File: config.mk
export PLATFORM = sky130hd
export DESIGN_NAME = path_metric_unit
export DESIGN_NICKNAME = d
export VERILOG_FILES = /design/src/rtl/path_metric_unit.sv
export SDC_FILE = /design/constraint.sdc
export NUM_CORES = 1
export LEC_CHECK = 0
export BUFFER_PORTS_ARGS = -buffer_cell sky130_fd_sc_hd__buf_4
export CORE_UTILIZATION = 50
export DETAILED_ROUTE_END_ITERATION = 10
export PLACE_DENSITY = 0.69
export SETUP_SLACK_MARGIN = 0.5
export SYNTH_ARGS = -nofsm -noshare
export SYNTH_HDL_FRONTEND = slang
export SYNTH_SLANG_ARGS = --single-unit
export TNS_END_PERCENT = 5
File: constraint.sdc
create_clock -name clk -period 21.9 [get_ports clk]
set_input_delay 4.38 -clock clk [delete_from_list [all_inputs] [get_ports clk]]
set_output_delay 4.38 -clock clk [all_outputs]
set_load 0.01 [all_outputs]
File: src/rtl/path_metric_unit.sv
// rtl/path_metric_unit.sv - 4-state K=3 Viterbi add-compare-select path metric unit
// Define ACS_NORM_EN to subtract 128 from all metrics once they all reach it; default saturates at 255.
module path_metric_unit (
    input  logic        clk,
    input  logic        rst,
    input  logic        in_valid,
    input  logic        init,
    input  logic [1:0]  bm_s0_path0,
    input  logic [1:0]  bm_s0_path1,
    input  logic [1:0]  bm_s1_path0,
    input  logic [1:0]  bm_s1_path1,
    input  logic [1:0]  bm_s2_path0,
    input  logic [1:0]  bm_s2_path1,
    input  logic [1:0]  bm_s3_path0,
    input  logic [1:0]  bm_s3_path1,
    output logic [3:0]  dec_out,
    output logic        out_valid,
    output logic [1:0]  best_state,
    output logic [7:0]  pm_best,
    output logic [15:0] sym_count
);
    typedef enum logic {IDLE, RUN} state_t;
    localparam logic [7:0] PM_START = 8'd64;

    state_t      r_state;
    logic [7:0]  r_pm [4];
    logic [3:0]  r_dec;
    logic        r_out_valid;
    logic [1:0]  r_best_state;
    logic [7:0]  r_pm_best;
    logic [15:0] r_sym_count;

    logic [1:0]  w_bm0 [4];
    logic [1:0]  w_bm1 [4];
    logic [7:0]  w_old_pm [4];
    logic [8:0]  w_cand_a [4];
    logic [8:0]  w_cand_b [4];
    logic [8:0]  w_min [4];
    logic [7:0]  w_new [4];
    logic [3:0]  w_dec;
    logic [1:0]  w_best_idx;
    logic [7:0]  w_best_pm;
    logic [1:0]  w_bm_a;
    logic [1:0]  w_bm_b;
`ifdef ACS_NORM_EN
    logic        w_norm;
    logic [8:0]  w_adj;
`endif

    assign w_bm0[0] = bm_s0_path0;
    assign w_bm0[1] = bm_s1_path0;
    assign w_bm0[2] = bm_s2_path0;
    assign w_bm0[3] = bm_s3_path0;
    assign w_bm1[0] = bm_s0_path1;
    assign w_bm1[1] = bm_s1_path1;
    assign w_bm1[2] = bm_s2_path1;
    assign w_bm1[3] = bm_s3_path1;

    // A frame restart (or a fresh frame in IDLE) feeds the ACS from the start metrics.
    always_comb begin
        for (int n = 0; n < 4; n++) begin
            if (init || (r_state == IDLE)) begin
                w_old_pm[n] = (n == 0) ? 8'd0 : PM_START;
            end else begin
                w_old_pm[n] = r_pm[n];
            end
        end
    end

    // Predecessors of next state ns are {ns[0],0} and {ns[0],1}; ns[1] is the input bit.
    always_comb begin
        w_dec  = 4'd0;
        w_bm_a = 2'd0;
        w_bm_b = 2'd0;
        for (int n = 0; n < 4; n++) begin
            w_bm_a      = n[1] ? w_bm1[{n[0], 1'b0}] : w_bm0[{n[0], 1'b0}];
            w_bm_b      = n[1] ? w_bm1[{n[0], 1'b1}] : w_bm0[{n[0], 1'b1}];
            w_cand_a[n] = {1'b0, w_old_pm[{n[0], 1'b0}]} + {7'd0, w_bm_a};
            w_cand_b[n] = {1'b0, w_old_pm[{n[0], 1'b1}]} + {7'd0, w_bm_b};
            w_dec[n]    = (w_cand_b[n] < w_cand_a[n]);
            w_min[n]    = w_dec[n] ? w_cand_b[n] : w_cand_a[n];
        end
    end

`ifdef ACS_NORM_EN
    always_comb begin
        w_norm = (w_min[0] >= 9'd128) && (w_min[1] >= 9'd128) &&
                 (w_min[2] >= 9'd128) && (w_min[3] >= 9'd128);
        w_adj  = 9'd0;
        for (int n = 0; n < 4; n++) begin
            w_adj    = w_norm ? (w_min[n] - 9'd128) : w_min[n];
            w_new[n] = w_adj[8] ? 8'hFF : w_adj[7:0];
        end
    end
`else
    always_comb begin
        for (int n = 0; n < 4; n++) begin
            w_new[n] = w_min[n][8] ? 8'hFF : w_min[n][7:0];
        end
    end
`endif

    // Strict less-than keeps the lowest index on ties.
    always_comb begin
        w_best_idx = 2'd0;
        w_best_pm  = w_new[0];
        for (int n = 1; n < 4; n++) begin
            if (w_new[n] < w_best_pm) begin
                w_best_pm  = w_new[n];
                w_best_idx = n[1:0];
            end
        end
    end

    always_ff @(posedge clk) begin
        if (rst) begin
            r_state      <= IDLE;
            r_pm[0]      <= 8'd0;
            r_pm[1]      <= PM_START;
            r_pm[2]      <= PM_START;
            r_pm[3]      <= PM_START;
            r_dec        <= 4'd0;
            r_out_valid  <= 1'b0;
            r_best_state <= 2'd0;
            r_pm_best    <= 8'd0;
            r_sym_count  <= 16'd0;
        end else if (in_valid) begin
            r_state      <= RUN;
            r_pm         <= w_new;
            r_dec        <= w_dec;
            r_out_valid  <= 1'b1;
            r_best_state <= w_best_idx;
            r_pm_best    <= w_best_pm;
            if (init) begin
                r_sym_count <= 16'd1;
            end else if (r_sym_count != 16'hFFFF) begin
                r_sym_count <= r_sym_count + 16'd1;
            end
        end else begin
            r_out_valid <= 1'b0;
            if (init) begin
                r_state     <= IDLE;
                r_pm[0]     <= 8'd0;
                r_pm[1]     <= PM_START;
                r_pm[2]     <= PM_START;
                r_pm[3]     <= PM_START;
                r_sym_count <= 16'd0;
            end
        end
    end

    assign dec_out    = r_dec;
    assign out_valid  = r_out_valid;
    assign best_state = r_best_state;
    assign pm_best    = r_pm_best;
    assign sym_count  = r_sym_count;

endmodule

==> impl_results.md <==
* Most common cell after layout, fill and taps aside: nand2_1
* Critical Path RT at 22.18 ns
* Most frequent cells in the layout: nand2_1 (90), nor2_1 (88), ha_1 (70), dfxtp_1 (64), buf_4 (54)
* Core box area at roughly 0.012 mm2
* Drt drc at 2
* Clk Latency, worst-skew pair at approximately 0.34 ns
* CTS max path bufs at 2
* Power Density at roughly 71 mW/mm2
* FMAX at ~0.075 GHz
* Ports at 51
* R2r setup slk at between 10 and 15 ns
* GRT overflow at 0
* Crit path top cell by count: ha_1
* Initial antenna violation count at 0
* Register area share after synthesis at 21.14%
* Syn avg cell area at between 7 and 8 um2
* Worst path slowest cell: mux2i_1
* Tot GR Track Use at 29.10%
* Fraction of layout cells with a size suffix above 1 at approximately 13%
* Dpl cells at between 900 and 1,000
* IO Port Bufs at 50
* Failing checks: design-rule violations
* Max IR drop VDD at 0.04914 mV
* Hold-fix buffers, CTS at 0
* Min cycle time layout at 13.26 ns
* Crit start category: input port
* Fin Clk Skew at 0.006437 ns
* Largest net degree at the start of global routing at 48
* Worst hold-check path type: reg -> reg
* CTS tree: built
* Critical path arrival at between 10 and 15 ns
* CTS clock-pin slew for the worst setup and hold paths at 0.06 ns
* Final hold violations at 0
* Fin nets at a little over 900
* Vias per inst at around 6.3
* P&R area growth vs syn at 12.57%
* Post-Synthesis Net Count at 886
* Post-synth EDFFs at 0
* RSZ-0062 raised after global routing: false
* Critical Path End Type: register
* Slew headroom at between 40% and 50%
* GP Congestion at about 1
* Post-CTS Setup Bufs at 0
* ANT cells at 0
* Post-Synthesis Cell Area at 0.006060 mm2
* Die H at between 100 and 150 um
* Leakage dissipation at roughly 2.8 nW
* Setup tns final at 0 ns
* Die Span X at about 110 um
* Crit Path Category: in -> reg
* Vias at about 6,000
* Ys flop type: dfxtp_1
* Post-CTS resize count at 0
* Final worst-path cycle share at approximately 60%
* Status: finished with violations
* HPWL after DPL at 13.90 mm
* Buf/Inv on CP at 5
* Antenna viol nets, final at 0
* Max Transition Viols Final at 0
* Flops & latches, synth at 64
* Clock sinks at between 60 and 70
* Average wire per standard cell at between 15 and 20 um
* Wirelength, routed at around 18 mm
* CTS H-tree lvls at 3
* Initial core utilization at roughly 52%
* Num CTS Buffers at 9
* Full die area at 0.01256 mm2
* Root Driver: clkbuf_16
* Post-synth ARST share at 0%
* Global-route wire length before repair at approximately 29 mm
* 1st-iter DRT viols at approximately 450
* First drt pass iteration count at 10
* Post-synthesis cell type count at 80
* Top delay family on crit path: compound AO/OA/AOI/OAI gates
* Setup Viol. Count Final at 0
* Final Instance Count excl. Fillers at roughly 970
* Max cap viols at 0
* Worst slew pin tran at slightly above 0.8 ns
* Synth warnings at 0
* Crit path max fanout at 47
* Cells after Synth at between 700 and 800
* Number of global-route vias before repair at ~5,700
* FP Rows at 39
* CP peak stage delay at 0.47 ns
==> sequential cells by signal, indices dropped and copies added (netlist names) <==
register	flops
r_pm	32
dec_out	4
out_valid	1
best_state	2
sym_count	16
pm_best	8
r_state	1
==> cell usage after synthesis (3+ instances only) <==
master	number	area share, %
o21ai_0	43	3.6
a211oi_1	8	0.99
a21oi_1	47	3.9
a21o_1	11	1.4
or2_2	4	0.41
a211o_1	4	0.58
nor2b_1	4	0.41
o211ai_1	5	0.62
nor4_1	5	0.52
o2bb2ai_1	4	0.58
maj3_1	6	0.99
a31oi_1	13	1.3
and2_1	10	1.0
xor2_1	23	3.3
mux2i_1	13	2.1
nand4_1	14	1.4
nor3_1	24	2.0
o21a_1	4	0.50
a22oi_1	4	0.50
mux2_2	8	1.5
o31ai_1	3	0.37
clkbuf_1	26	1.6
or3_1	4	0.41
o22a_1	3	0.43
nand2_1	90	5.6
o221ai_1	3	0.43
nand2b_1	13	1.3
a22o_1	13	1.9
o22ai_1	4	0.41
nor2_1	89	5.5
buf_2	6	0.50
and3_1	7	0.72
nand3_1	26	2.1
inv_1	37	2.3
ha_1	70	14
dfxtp_1	64	21
xnor2_1	24	3.5
a311oi_1	4	0.58
==> cell families after synthesis <==
kind of cell	count (synthesis)	share of synthesized area [%]
simple gates	308	24.43
compound gates	202	23.00
buf+inv	77	5.306
fa+ha+maj	76	15.45
flops	64	21.14
xor+xnor	47	6.793
mux	22	3.882
==> metrics by stage <==
| step | setup slack [ns] | power [mW] | utilization, % | hold WS [ns] | cell area (um2) |
|---|---|---|---|---|---|
| after floorplan | 9.295 | 0.2667 | - | 0.4143 | 6060 |
| after global placement | 8.685 | 0.3054 | 55.68 | 0.4303 | 6466 |
| after detailed placement | 8.418 | 0.3101 | 55.68 | 0.4312 | 6466 |
| after CTS | 8.751 | 0.4844 | 58.74 | 0.4462 | 6822 |
| after global routing | 7.998 | 0.5099 | 58.74 | 0.4570 | 6822 |
| final | 8.635 | 0.4857 | 58.74 | 0.4447 | 6822 |
==> power breakdown <==
part	switching (mW)	internal [mW]
clock network	0.0574	0.117
registers	0.00972	0.126
logic	0.103	0.0725
==> per-layer routing <==
| layer | share of wire [%] | track usage [%] | up-vias |
|---|---|---|---|
| met1 | 43 | 35.23 | 2846 |
| met4 | 5.0 | 16.53 | 0 |
| met5 | 0 | 0 | - |
| met3 | 6.3 | 5.832 | 61 |
| li1 | - | - | 2927 |
| met2 | 46 | 48.28 | 264 |
==> worst register-to-register path, delay by kind of cell (launching register included) <==
family	cells	cell delay, ns
simple gates	8	1.62
buf+inv	4	0.82
mux	2	0.80
fa+ha+maj	6	1.60
compound gates	18	4.24
flops	1	0.40
==> area by class of cell <==
type                       instances  area (um2)
fill                            1082        4792
multi-input combinational        655        4462
sequential                        64        1281
timing repair buffer              54       405.4
clock buffer                      11       252.7
tap                              143       178.9
inverter                          37       138.9
clock inverter                     5       102.6
==> path summary, 6_finish.rpt <==
kind,from,cells after the start,end
max,init,39,pm_best[6]
min,r_pm[8],2,r_pm[8]
max reg2reg,r_state,38,pm_best[6]
min reg2reg,r_pm[8],2,r_pm[8]
No activity file was read; power rests on OpenSTA's default activity.
